### config.mk
export PLATFORM = sky130hd
export DESIGN_NAME = clock_set_ctrl
export DESIGN_NICKNAME = d
export VERILOG_FILES = /design/src/rtl/clock_set_ctrl.sv
export SDC_FILE = /design/constraint.sdc
export NUM_CORES = 1
export LEC_CHECK = 0
export BUFFER_PORTS_ARGS = -buffer_cell sky130_fd_sc_hd__buf_2
export CAP_MARGIN = 20
export CORE_ASPECT_RATIO = 0.6
export CORE_MARGIN = 2
export CORE_UTILIZATION = 35
export CTS_CLUSTER_SIZE = 10
export DETAILED_ROUTE_END_ITERATION = 12
export GPL_TIMING_DRIVEN = 1
export PLACE_DENSITY_LB_ADDON = 0.2
export SLEW_MARGIN = 20
export SYNTH_ARGS = -nofsm -noshare
export SYNTH_HDL_FRONTEND = slang
export SYNTH_SLANG_ARGS = --single-unit
export TNS_END_PERCENT = 30
### constraint.sdc
create_clock -name clk -period 2.6 [get_ports clk]
set_input_delay 0.39 -clock clk [delete_from_list [all_inputs] [get_ports clk]]
set_output_delay 0.39 -clock clk [all_outputs]
set_load 0.1 [all_outputs]
### src/rtl/clock_set_ctrl.sv
// Time-of-day sequencing controller: 1 Hz advance strobe plus a button-driven set mode.
// Optional idle abort of set mode is enabled by defining CLOCK_SET_TIMEOUT_EN.
module clock_set_ctrl #(
    parameter int unsigned TICK_DIV  = 50000000,
    parameter int unsigned BLINK_DIV = 12500000,
    parameter int unsigned TIMEOUT_S = 30
) (
    input  logic       clk,
    input  logic       rst,
    input  logic       btn_mode,
    input  logic       btn_inc,
    input  logic       btn_dec,
    input  logic [4:0] cur_hour,
    input  logic [5:0] cur_min,
    input  logic [5:0] cur_sec,
    output logic       sec_tick,
    output logic       load,
    output logic [4:0] ld_hour,
    output logic [5:0] ld_min,
    output logic [5:0] ld_sec,
    output logic [1:0] field_sel,
    output logic       blink
);

    localparam int unsigned PW = $clog2(TICK_DIV);
    localparam int unsigned BW = $clog2(BLINK_DIV + 1);

    if (TICK_DIV < 2) begin : g_chk_tick
        $error("TICK_DIV must be at least 2");
    end
    if (BLINK_DIV < 1) begin : g_chk_blink
        $error("BLINK_DIV must be at least 1");
    end
    if (TIMEOUT_S < 1) begin : g_chk_timeout
        $error("TIMEOUT_S must be at least 1");
    end

    typedef enum logic [1:0] {
        RUN   = 2'd0,
        SET_H = 2'd1,
        SET_M = 2'd2,
        SET_S = 2'd3
    } state_t;

    state_t          state;
    logic [2:0]      meta;
    logic [2:0]      sync;
    logic [2:0]      hist;
    logic [2:0]      press;
    logic            mode_p;
    logic            inc_p;
    logic            adj_p;
    logic            timeout_hit;
    logic [PW-1:0]   pre_cnt;
    logic [BW-1:0]   blink_cnt;

    // Button order in the vectors: {dec, inc, mode}
    always_ff @(posedge clk or posedge rst) begin
        if (rst) begin
            meta <= '0;
            sync <= '0;
            hist <= '0;
        end else begin
            meta <= {btn_dec, btn_inc, btn_mode};
            sync <= meta;
            hist <= sync;
        end
    end

    assign press  = sync & ~hist;
    assign mode_p = press[0];
    assign inc_p  = press[1] & ~press[2];
    assign adj_p  = press[1] ^ press[2];

    assign field_sel = state;

    // Wrapping +/-1 on a field whose legal range is 0..top
    function automatic logic [5:0] wrap_step(input logic [5:0] v, input logic [5:0] top,
                                             input logic up);
        if (up) begin
            return (v == top) ? 6'd0 : 6'(v + 6'd1);
        end
        return (v == 6'd0) ? top : 6'(v - 6'd1);
    endfunction

`ifdef CLOCK_SET_TIMEOUT_EN
    localparam int unsigned SW = $clog2(TIMEOUT_S + 1);

    logic [PW-1:0] idle_cyc;
    logic [SW-1:0] idle_sec;

    // Idle seconds in set mode; any press restarts the count
    always_ff @(posedge clk or posedge rst) begin
        if (rst) begin
            idle_cyc <= '0;
            idle_sec <= '0;
        end else if (state == RUN || (|press)) begin
            idle_cyc <= '0;
            idle_sec <= '0;
        end else if (idle_cyc == PW'(TICK_DIV - 1)) begin
            idle_cyc <= '0;
            idle_sec <= SW'(idle_sec + 1'b1);
        end else begin
            idle_cyc <= PW'(idle_cyc + 1'b1);
        end
    end

    assign timeout_hit = ~(|press) && (idle_cyc == PW'(TICK_DIV - 1))
                         && (idle_sec == SW'(TIMEOUT_S - 1));
`else
    assign timeout_hit = 1'b0;
`endif

    always_ff @(posedge clk or posedge rst) begin
        if (rst) begin
            state     <= RUN;
            sec_tick  <= 1'b0;
            load      <= 1'b0;
            ld_hour   <= '0;
            ld_min    <= '0;
            ld_sec    <= '0;
            blink     <= 1'b0;
            pre_cnt   <= '0;
            blink_cnt <= '0;
        end else begin
            sec_tick <= 1'b0;
            load     <= 1'b0;
            case (state)
                RUN: begin
                    blink     <= 1'b0;
                    blink_cnt <= '0;
                    if (mode_p) begin
                        state   <= SET_H;
                        ld_hour <= cur_hour;
                        ld_min  <= cur_min;
                        ld_sec  <= cur_sec;
                        pre_cnt <= '0;
                    end else begin
                        // sec_tick is high while pre_cnt sits at TICK_DIV-1
                        pre_cnt  <= (pre_cnt == PW'(TICK_DIV - 1)) ? '0 : PW'(pre_cnt + 1'b1);
                        sec_tick <= (pre_cnt == PW'(TICK_DIV - 2));
                    end
                end
                default: begin
                    pre_cnt <= '0;
                    if (blink_cnt == BW'(BLINK_DIV - 1)) begin
                        blink_cnt <= '0;
                        blink     <= ~blink;
                    end else begin
                        blink_cnt <= BW'(blink_cnt + 1'b1);
                    end
                    if (mode_p) begin
                        case (state)
                            SET_H:   state <= SET_M;
                            SET_M:   state <= SET_S;
                            default: begin
                                state <= RUN;
                                load  <= 1'b1;
                                blink <= 1'b0;
                            end
                        endcase
                    end else if (timeout_hit) begin
                        state <= RUN;
                        blink <= 1'b0;
                    end else if (adj_p) begin
                        case (state)
                            SET_H:   ld_hour <= 5'(wrap_step({1'b0, ld_hour}, 6'd23, inc_p));
                            SET_M:   ld_min  <= wrap_step(ld_min, 6'd59, inc_p);
                            default: ld_sec  <= wrap_step(ld_sec, 6'd59, inc_p);
                        endcase
                    end
                end
            endcase
        end
    end

endmodule

==> results by stage, run 1 <==
Outcome:
- The flow ran to the end, and the final reports show no timing, DRC or antenna violations.

Worst setup path:
- The delay contributed by the slowest stage of the critical path is approximately 0.4 ns.
- The worst endpoint data arrival time is between 2 and 2.5 ns.
- The endpoint type of the worst setup path is a flop.
- The internal reg-to-reg setup slack is 0.56 ns.
- The cell family contributing the most delay on the critical path is compound AO/OA/AOI/OAI gates.
- The number of buffers and inverters on the critical path is 1.
- The signal on the critical path passes through nor2b_1, inv_1, ha_1, a21oi_1, o21ai_0, a22o_1.
- The maximum fanout along the worst path is 7.
- The startpoint-to-endpoint class of the critical path is reg -> reg.
- The slowest stage of the critical path belongs to the cell sky130_fd_sc_hd__a21oi_1.
- For the worst setup path, the data required time is ~2.8 ns.
- The worst setup path is launched from a flop.

Timing:
- Setup repair after global routing left no endpoint under its margin.
- The clock period could shrink to 2.038 ns.
- Hold timing on the final database bottoms out at a slack of around 0.11 ns.
- Dividing the final minimum period by the clock period gives 0.7839.
- The number of max-slew violations in the final report is 0.
- The final number of hold-violating endpoints was 0.
- Clock skew on the completed layout was measured at roughly 0.0074 ns.
- The summed negative setup slack over all endpoints is 0 ns.
- The peak clock frequency supported by timing is just under 500 MHz.
- Measured against its own limit, the worst slew margin works out to 0.5539.
- The number of setup violations in the final report is 0.
- For the pin with the worst max-slew slack, the measured transition is 0.6640 ns.
- The slack of the critical path is approximately 0.56 ns.

Placement:
- Port buffering added between 40 and 50 buffers.
- OpenSTA, run right after detailed placement, puts the worst setup slack at 0.5739 ns.
- The number of placed cells counting well taps is 700.
- The HPWL after detailed placement is 7.341 mm.
- The congestion estimate from routability-driven global placement came to 0.8294.

CTS:
- The root buffer selected by CTS is sky130_fd_sc_hd__clkbuf_16.
- Post-CTS timing repair inserted 0 buffers for setup.
- Clock-pin slew was measured on the worst setup and hold paths at approximately 0.060 ns.
- No sink is reached through more buffers than the 2 on the longest clock path.
- After clock tree synthesis, the flow added hold-fix buffers numbering 0.
- The clock tree from TritonCTS is built.
- The H-tree was split into 3 levels.
- The total CTS buffers is 9.
- The post-cts repair resize count is 0.
- The later pin in the worst-skew pair is clocked with a latency of 0.34 ns.
- For this design, the sink count on the clock tree is 81.

Global route:
- The first global-routing pass estimated around 17 mm of wire.
- The via count of the first global-routing pass was roughly 3.4k.
- Entering global routing, the biggest net connects 37 pins.
- The total routing usage reported by global routing is 0.1567.
- The total overflow left after global routing is 0.
- The number of antenna violations at the first check in global routing is 0.

Synthesis:
- Synthesis handed over a netlist of approximately 500 instances.
- Of the synthesized area, sequential elements account for 0.4432.
- The share of Yosys cell area claimed by the top area cell type is 0.4432.
- Yosys printed 0 warnings.
- The number of distinct standard cells referenced by the synthesized netlist is 57.
- The most used flip-flop cell after synthesis is sky130_fd_sc_hd__dfrtp_1.
- Synthesis produced a netlist with a net count of 542.
- The number of flops mapped to enable cells by yosys is 0.
- The post-synthesis average cell area is just over 9 µm².
- The dominant cell type by area after synthesis is sky130_fd_sc_hd__dfrtp_1.
- Counting flops with an async set or reset pin after synthesis yields a share of 1.000.
- In the post-synthesis netlist, the biggest area contributors are sky130_fd_sc_hd__dfrtp_1, sky130_fd_sc_hd__xor2_1, sky130_fd_sc_hd__nor2_1.
- The post-synth design cell area is around 4600 µm².
- The number of register bits inferred by synthesis is between 80 and 90.

Finish:
- The filler cell count is 1277.
- The share of the core filled with cells in the final layout is 0.4101.
- Compared with the post-synthesis result, the final layout area differs by 14.88%.
- The count of inserted antenna diode cells is 0.
- Excluding fillers, the count of instances in the completed layout stands at roughly 700.
- The most common cell after layout, fill and taps aside is sky130_fd_sc_hd__dfrtp_1.
- In the final layout, the share of cells above drive strength 1 is 0.1355.
- The number of nets in the layout is 579.
- Leaving out fill and tap cells, the most frequent cells in the layout are sky130_fd_sc_hd__dfrtp_1, sky130_fd_sc_hd__nor2_1, sky130_fd_sc_hd__buf_2.

Job:
- The tool flagged a number of max-cap violations equal to 0.

Floorplan:
- The initial core utilization is 0.3569.
- The floorplan has 32 rows.
- The total area inside the core boundary comes to roughly 13000 µm².
- From left edge to right edge, the die measures about 150 µm.
- The number of I/O pins is 44.
- Measured along the y axis, the die boundary spans 92.54 µm.
- The die area is between 10000 and 15000 µm².

Power and ir drop:
- For this design the static power due to leakage is approximately 0.0023 µW.
- The maximum vdd ir drop is 0.0003829 V.
- Power spread over the standard cell area amounts to ~1100 nW/µm².

Routing:
- Wires add up to 10.37 mm.
- The number of nets with antenna violations after detailed routing is 0.
- The first detailed-routing pass took 4 iterations.
- The post-detailed-route wirelength per cell is 14.48 µm.
- The total via count in the routed design is between 3k and 4k.
- Dividing the detail-routed via count by the number of cells gives between 5 and 6.
- In the routed design, unresolved DRC markers number 0.
- The number of DRC markers in iteration 0 is 220.

Min path:
- The worst min-delay path class is in -> async.
[per-layer routing]
layer / vias up / GRT usage / part of all wire
li1: 1817 / - / -
met1: 1714 / 0.2462 / 0.54
met2: 70 / 0.2119 / 0.40
met3: 10 / 0.03596 / 0.046
met4: 0 / 0.04244 / 0.0074
met5: - / 0 / 0
[sequential cells by signal, summed over array words and instances (netlist names)]
register	count
hist	3
sync	3
load	1
ld_min	6
ld_hour	5
blink_cnt	24
sec_tick	1
meta	3
ld_sec	6
field_sel	2
pre_cnt	26
blink	1
[metrics by stage]
| step | area [µm²] | total power (µW) |
|---|---|---|
| detailed placement | 4945 | 4597 |
| global placement | 4945 | 4544 |
| floorplan | 4573 | 4091 |
| CTS | 5254 | 5942 |
| global route | 5254 | 6277 |
| finish | 5254 | 5884 |
[kinds of logic (layout without fill, tap and decap cells)]
group	after synthesis	after routing	share of synthesized area
buf+inv	43	85	0.04158
compound gates	82	82	0.1127
xor+xnor	55	55	0.1053
mux	2	2	0.004651
fa+ha+maj	16	16	0.04378
simple gates	225	225	0.2487
flops	81	81	0.4432
[cell type report]
class                      instances  area [µm²]  share of cell area
clock buffer                      14       274.0             0.05216
clock inverter                     2       35.03            0.006668
inverter                          20       76.32             0.01453
multi-input combinational        380        2356              0.4484
sequential                        81        2027              0.3858
tap                              170       212.7             0.04049
timing repair buffer              49       272.8             0.05192
[report_power, final]
part	total, µW	switching [µW]	internal (µW)
Sequential	1810	360	1450
Combinational	2760	2050	711
Clock	1310	493	822
Total	5880	2900	2980
[final timing paths]
path                            depth (start not counted)                endpoint         startpoint
worst max-delay path                                    6   ld_min[5]$_DFFE_PP0P_  sync[0]$_DFF_PP0_
worst min-delay path                                    2  blink_cnt[0]$_DFF_PP0_                rst
min in group clk                                        1       meta[0]$_DFF_PP0_           btn_mode
worst max register to register                          6   ld_min[5]$_DFFE_PP0P_  sync[0]$_DFF_PP0_
max in group asynchronous                               3  ld_hour[1]$_DFFE_PP0P_                rst
worst min register to register                          0       sync[2]$_DFF_PP0_  meta[2]$_DFF_PP0_
[cell usage after synthesis (11+ instances only)]
| library cell | number |
|---|---|
| sky130_fd_sc_hd__nand2_1 | 41 |
| sky130_fd_sc_hd__xnor2_1 | 20 |
| sky130_fd_sc_hd__nand4_1 | 16 |
| sky130_fd_sc_hd__inv_1 | 20 |
| sky130_fd_sc_hd__a21oi_1 | 18 |
| sky130_fd_sc_hd__nand3_1 | 30 |
| sky130_fd_sc_hd__nor2_1 | 78 |
| sky130_fd_sc_hd__dfrtp_1 | 81 |
| sky130_fd_sc_hd__ha_1 | 16 |
| sky130_fd_sc_hd__and3_1 | 13 |
| sky130_fd_sc_hd__nor3_1 | 12 |
| sky130_fd_sc_hd__xor2_1 | 35 |
| sky130_fd_sc_hd__o21ai_0 | 24 |
| sky130_fd_sc_hd__clkbuf_1 | 11 |
Note: power is estimated with default switching activity, not from simulation.
==> run 2: changes to the inputs <==
clock period = 1.81 ns   (was 2.6 ns; I/O delays follow)
==> run 2 against run 1 <==
Net effect:
- clock skew is 0.0012 ns higher
- maximum frequency rose by 17%
- worst hold slack worse by 0.058 ns
- power up 54%
- clock-buffer cell count down 5
- utilization rose by 3.7 points
- combinational power is 69% higher
- via count rose by 6.1%
- non-clock buffer count rose by 36
- final area rose by 9.1%
- critical path depth is 1 lower
==> results by stage, run 2 (synthesized netlist as in run 1, its figures left out) <==
Outcome:
- The flow ran to the end, and the final reports show no timing, DRC or antenna violations.

Timing:
- After layout, the worst setup slack is roughly 0.073 ns.
- For the finished layout, the period the worst path requires is about 1.7 ns.
- Setup violations remaining at the end of the flow were counted as 0.
- For this run, the top clock speed supported by timing is ~580 MHz.
- The worst max-slew margin expressed relative to the limit is 0.6476.
- In the finished design, the share of the clock period the worst path needs comes to 0.9596.
- Setup total negative slack on the finished layout was measured at 0 ns.
- The final number of hold-violating endpoints came to 0.
- The slew of the pin with the lowest slew margin is approximately 0.53 ns.
- Across all hold checks on the routed design, the worst slack comes to between 0.05 and 0.06 ns.
- The number of max-slew violations in the final report was 0.
- The clock skew is about 0.0086 ns.
- Setup repair after global routing could not meet its margin everywhere.

CTS:
- The CTS H-tree depth is 3.
- The root buffer selected by CTS is sky130_fd_sc_hd__clkbuf_16.
- The number of buffers on the longest clock path is 2.
- The total CTS buffers is 9.
- The clock sink count is 81.
- The clock tree from TritonCTS is built.
- Clock-pin slew was measured on the worst setup and hold paths at about 0.070 ns.
- The clock insertion delay at the later pin of the skew report is 0.34 ns.

Power and ir drop:
- Of the total power, the share spent switching nets is 0.4872.
- The switching power summed over all nets is roughly 4400 µW.
- The total power per unit cell area is roughly 1600 nW/µm².
- The share of total power dissipated in combinational logic is 0.515.
- The total power is about 9100 µW.
- VDD sags by at most 0.0006282 V.
- The internal power of the cells totals around 4700 µW.
- The sequential share of power is 0.280.
- The power share of the clock group is 0.205.
- For this design the static power due to leakage is ~0.0025 µW.

Finish:
- The final layout contains around 620 nets.
- The largest registers in the layout are pre_cnt: 26 flops, blink_cnt: 24 flops.
- After routing the design area is 5731 µm².
- In the layout the commonest cells are sky130_fd_sc_hd__nor2_1, sky130_fd_sc_hd__dfrtp_1, sky130_fd_sc_hd__buf_2.
- The register with the most flip-flops in the layout has 26 of them.
- Of the cells placed in the final design, the portion with a size suffix greater than 1 is 0.2453.
- The repair_antennas step left the layout with diodes totalling 0.
- The area added between synthesis and finish is 25.31%.
- The most common cell after layout, fill and taps aside is sky130_fd_sc_hd__nor2_1.
- Fill cells in the final layout number approximately 1.3k.
- Counting flops per register, the top entry is pre_cnt.

Floorplan:
- After floorplanning, the core was sized to cover roughly 13000 µm².
- Measured along the y axis, the die boundary spans 92.54 µm.
- 44 I/O pins were placed.
- The die covers around 14000 µm².
- For this configuration, the core starts out at a cell density of 0.3569.
- In this run the core area contains 32 standard-cell rows.
- In this run the horizontal extent of the chip is roughly 150 µm.

Routing:
- The total via count in the routed design is ~3.8k.
- Before antenna repair, the detailed router went through 5 iterations.
- The final layout contains routed wiring with a total length of roughly 11 mm.
- The via density per instance is 5.088.
- The number of nets with antenna violations after detailed routing is 0.
- The remaining routing DRC violations is 0.
- The number of DRC markers in iteration 0 is ~160.
- Dividing the detail-routed wire length by the instance count gives about 14 µm.

Worst setup path:
- STA puts the critical path data required time at slightly above 2 ns.
- The worst setup path is captured at a flop.
- The maximum fanout along the worst path is 6.
- The startpoint-to-endpoint class of the critical path is reg -> reg.
- The type of origin of the critical path is a flop.
- STA puts the critical path data arrival time at just under 2 ns.
- Counting cells, the worst reg-to-reg path comes to 5.

Global route:
- The number of antenna violations at the first check in global routing was 0.
- Entering global routing, the biggest net connects 31 pins.
- The sum of overflow across all layers after global routing is 0.
- The total routing usage reported by global routing is 0.1695.
- The first global-routing pass estimated 18.84 mm of wire.
- The via count of the first global-routing pass came to ~3.8k.

Placement:
- The congestion estimate from routability-driven global placement came to ~0.84.
- The placed instances occupy a cell area of between 5000 and 6000 µm².
- At the placement stage, the worst setup path has a slack of -0.09528 ns.
- The port buffer count is 43.
- Detailed placement finished with a half-perimeter wire length of ~7.9 mm.

Min path:
- The worst min-delay path class is in -> reg.
- The number of stages on the worst hold path is 1.

Job:
- The max capacitance violation total is 0.
## run 2: changes by cell type in the layout (fill, tap and decap cells not counted), moves of 4 or more
cell | previous run | this run
sky130_fd_sc_hd__buf_4 | 5 | 37
sky130_fd_sc_hd__dfrtp_4 | 0 | 5
sky130_fd_sc_hd__dfrtp_1 | 81 | 72
sky130_fd_sc_hd__dfrtp_2 | 0 | 4
sky130_fd_sc_hd__clkinvlp_4 | 0 | 5
## run 2: worst max-delay path: stages (launching register included)
cell and delay [ns]:
sky130_fd_sc_hd__dfrtp_4 0.49, sky130_fd_sc_hd__inv_4 0.08, sky130_fd_sc_hd__ha_4 0.21, sky130_fd_sc_hd__or3_4 0.38
sky130_fd_sc_hd__a21o_4 0.25, sky130_fd_sc_hd__o31ai_4 0.23
## run 2: power by group through the flow
stage	clock [µW]	sequential, µW	combinational, µW
after floorplan	0	3940	2070
after global placement	0	2550	4430
after detailed placement	0	2570	4500
after CTS	1910	2530	4580
after global routing	2000	2610	5090
final	1860	2540	4670
## run 2: cell type report
class                   instances  area, µm²  share of cell area
clock buffers                   9      225.2             0.03930
well taps                     170      212.7             0.03712
inverters                      20      83.83             0.01463
flip-flops and latches         81       2051              0.3579
clock inverters                 7      77.57             0.01354
repair buffers                 85      583.1              0.1017
multi-input cells             381       2497              0.4358
## run 2: path summary, 6_finish.rpt
path	endpoint	slack, ns	start
max in group asynchronous	ld_min[1]$_DFFE_PP0P_	0.72	rst
min	meta[1]$_DFF_PP0_	0.06	btn_inc
max	ld_sec[0]$_DFFE_PP0P_	0.07	field_sel[1]$_DFFE_PP0P_
max reg2reg	ld_sec[0]$_DFFE_PP0P_	0.07	field_sel[1]$_DFFE_PP0P_
min in group asynchronous	meta[2]$_DFF_PP0_	0.52	rst
min reg2reg	sync[0]$_DFF_PP0_	0.35	meta[0]$_DFF_PP0_
## run 2: layer usage
| metal | up-vias | wire, µm | GRT usage |
|---|---|---|---|
| met1 | 1829 | 5674 | 0.2614 |
| met3 | 12 | 569 | 0.03547 |
| li1 | 1904 | - | - |
| met2 | 86 | 4451 | 0.2360 |
| met4 | 0 | 115 | 0.04938 |
| met5 | - | 0 | 0 |
## run 2: stage by stage
step | util | instances
after global placement | 0.4122 | 733
final | 0.4473 | 753
after floorplan | - | 504
after CTS | 0.4387 | 751
after detailed placement | 0.4122 | 733
after global routing | 0.4473 | 753
## run 2: repair_timing
action | in CTS | in global routing
endpoints found under the setup margin | 6 | 50
endpoints found under the hold margin | 18 | 0
setup buffers | 0 | 2
resized for setup | 4 | 21
pin swaps | 4 | 5
hold buffers | 1 | 0
cloned | 1 | 0
==> run 3: changes to the inputs <==
SETUP_SLACK_MARGIN = 0.2   (was default)
==> run 3 against run 2 <==
Net effect:
- largest cell class unchanged
- worst hold slack worse by 0.013 ns
- critical endpoint is now ld_sec[1]$_DFFE_PP0P_
- largest power group unchanged
- the run now ends with negative setup slack left
- clock skew down 0.0013 ns
- sequential power grew 3%
- highest routed layer unchanged
- routed wire length increased by 10%
==> results by stage, run 3 (synthesized netlist as in run 1, its figures left out) <==
Floorplan:
- The die covers approximately 14000 µm².
- The initial core utilization is 0.3569.
- The core outline area is 12810 µm².
- The chip height is a little over 90 µm.
- For this design the top-level I/O count stands at between 40 and 50.
- The floorplan has 32 rows.
- In this run the horizontal extent of the chip is between 150 and 200 µm.

CTS:
- The clock tree from TritonCTS is built.
- The CTS H-tree depth is 3.
- CTS saw between 80 and 90 sinks.
- Clock tree synthesis inserted a total of 9 buffers.
- The later pin in the worst-skew pair is clocked with a latency of between 0.3 and 0.4 ns.
- The clock passes through at most 2 buffers.
- The clock edge transition at the registers on the reported setup and hold paths is ~0.06 ns.
- The root buffer selected by CTS is sky130_fd_sc_hd__clkbuf_16.

Global route:
- The number of antenna violations at the first check in global routing is 0.
- For this run, the total global-route usage over all layers was measured as 0.1740.
- The first global-routing pass estimated 19.09 mm of wire.
- The total overflow left after global routing is 0.
- Entering global routing, the biggest net connects a little over 80 pins.
- The via count of the first global-routing pass is 3645.

Worst setup path:
- The critical path is of the reg -> reg type.
- STA classifies the critical path startpoint as a flop.
- The length in cells of the worst reg-to-reg path is 6.
- The maximum fanout along the worst path is 6.
- For the worst setup path, the data required time is slightly above 2 ns.
- STA puts the critical path data arrival time at slightly above 2 ns.
- The endpoint type of the worst setup path is a flop.

Timing:
- After layout, the worst setup slack is -0.002264 ns.
- Measured against its own limit, the worst slew margin works out to 0.6516.
- Setup repair after global routing could not meet its margin everywhere.
- Based on the critical path, the design can be clocked at up to between 500 and 600 MHz.
- The final number of hold-violating endpoints is 0.
- The number of max-slew violations in the final report is 0.
- The slew of the pin with the lowest slew margin is roughly 0.53 ns.
- The number of setup violations in the final report is 1.
- On the final layout, the worst clock skew is about 0.0073 ns.
- Dividing the final minimum period by the clock period gives 1.001.
- The minimum period implied by the final worst setup slack is between 1.5 and 2 ns.

Placement:
- The global placement routability congestion is 0.8284.
- During placement, the flow inserted port buffers numbering 43.
- Including well taps, the total number of placed cells is between 700 and 800.
- After legalization and detailed placement, the total HPWL measured 7.758 mm.

Outcome:
- The run finished, with violations left.
- The checks that failed: negative setup slack.

Routing:
- The number of detailed-route iterations in the first pass is 4.
- The final wirelength is approximately 12 mm.
- For this block, the initial DRC count from the detailed router was just over 200.
- The detail route stage leaves a number of antenna-violating nets equal to 0.
- The remaining routing DRC violations is 0.
- For this block, the via count after detailed routing is between 3k and 4k.
- The post-detailed-route wirelength per cell is about 16 µm.
- The via density per instance is ~5.2.

Finish:
- Leaving out fill and tap cells, the most frequent cell in the layout is sky130_fd_sc_hd__dfrtp_1.
- In the final layout, the share of cells above drive strength 1 is 0.3362.
- The flip-flop count of the largest register, all copies and words added is 26.
- The register containing the most flip-flops in the final layout is pre_cnt.
- Compared with the post-synthesis result, the final layout area differs by 32.50%.
- The library cells used most frequently in the layout, excluding fill and tap cells, are sky130_fd_sc_hd__dfrtp_1, sky130_fd_sc_hd__nor2_1, sky130_fd_sc_hd__buf_2.
- The final cell count without fillers is between 700 and 800.
- The number of nets in the layout is around 600.
- The largest registers in the layout are pre_cnt: 26 flops, blink_cnt: 24 flops.
- For this run, the share of the core covered by cells in the final layout is 0.4729.
- The count of inserted antenna diode cells is 0.

Min path:
- Counting instances, the worst hold path has a depth of 1.
- The worst min-delay path class is in -> reg.

Job:
- The max capacitance violation total is 0.

Power and ir drop:
- The leakage power summed over all cells is 0.002558 µW.
- In this run the power density over the cells is roughly 1600 nW/µm².
- VDD sags by at most about 0.00074 V.
-- run 3: changes by cell type in the layout (fill, tap and decap cells not counted), moves of 7 or more --
cell and change:
sky130_fd_sc_hd__nor2_4 +11, sky130_fd_sc_hd__nor2_2 +9, sky130_fd_sc_hd__a21oi_2 +8, sky130_fd_sc_hd__o21ai_0 -7
sky130_fd_sc_hd__nor2_1 -20, sky130_fd_sc_hd__a21oi_1 -8
-- run 3: worst max-delay path: stages, from the launching register on --
cell,delay [ns]
sky130_fd_sc_hd__dfrtp_1,0.38
sky130_fd_sc_hd__nor2b_4,0.14
sky130_fd_sc_hd__ha_4,0.24
sky130_fd_sc_hd__or3_4,0.42
sky130_fd_sc_hd__a21o_4,0.26
sky130_fd_sc_hd__a211oi_2,0.22
sky130_fd_sc_hd__a21oi_2,0.04
-- run 3: area by class of cell --
cell class	count	area, µm²
Clock inverter	5	55.05
Timing Repair Buffer	85	623.1
Fill cell	1203	6753
Inverter	20	83.83
Clock buffer	11	242.7
Multi-Input combinational cell	381	2788
Tap cell	170	212.7
Sequential cell	81	2054
-- run 3: stage by stage --
step | TNS, ns | total power, µW | setup slack, ns | hold slack (ns) | instance area, µm²
global placement | -0.9678 | 6970 | -0.07688 | 0.3542 | 5220
global route | -0.5858 | 10230 | -0.05227 | 0.03384 | 6060
detailed placement | -0.6878 | 7030 | -0.1043 | 0.3535 | 5220
CTS | -0.004216 | 9108 | -0.003182 | 0.03737 | 5702
floorplan | -3.273 | 6025 | -0.4236 | 0.3029 | 4642
finish | -0.002264 | 9671 | -0.002264 | 0.04272 | 6060
-- run 3: path summary, 6_finish.rpt --
kind,from,endpoint,slack (ns)
setup / recovery,sync[1]$_DFF_PP0_,ld_sec[1]$_DFFE_PP0P_,-0.002
hold reg to reg,sync[0]$_DFF_PP0_,hist[0]$_DFF_PP0_,0.37
hold / removal,btn_dec,meta[2]$_DFF_PP0_,0.04
max in group asynchronous,rst,ld_sec[0]$_DFFE_PP0P_,1.38
setup reg to reg,sync[1]$_DFF_PP0_,ld_sec[1]$_DFFE_PP0P_,-0.002
min in group asynchronous,rst,sec_tick$_DFF_PP0_,0.06
-- run 3: report_power, final --
| group | switching (µW) | leakage [µW] | total, µW | internal (µW) |
|---|---|---|---|---|
| sequential | 486 | 0.00105 | 2620 | 2130 |
| combinational | 3510 | 0.00137 | 5220 | 1710 |
| clock | 731 | 0.000142 | 1830 | 1100 |
-- run 3: routing by layer --
layer  wire (µm)  global-route usage  up-vias
met3         540             0.04039        7
met2        4939              0.2372       76
met1        6345              0.2774     1894
li1            -                   -     1903
met5           0                   0        -
met4          75             0.03241        0
-- run 3: timing repair --
action | in CTS | in global routing
pin swaps | 29 | 30
resized for setup | 46 | 70
buffers inserted | 2 | 7
endpoints found under the setup margin | 65 | 65
hold buffers | 0 | 0
cloned | 1 | 1
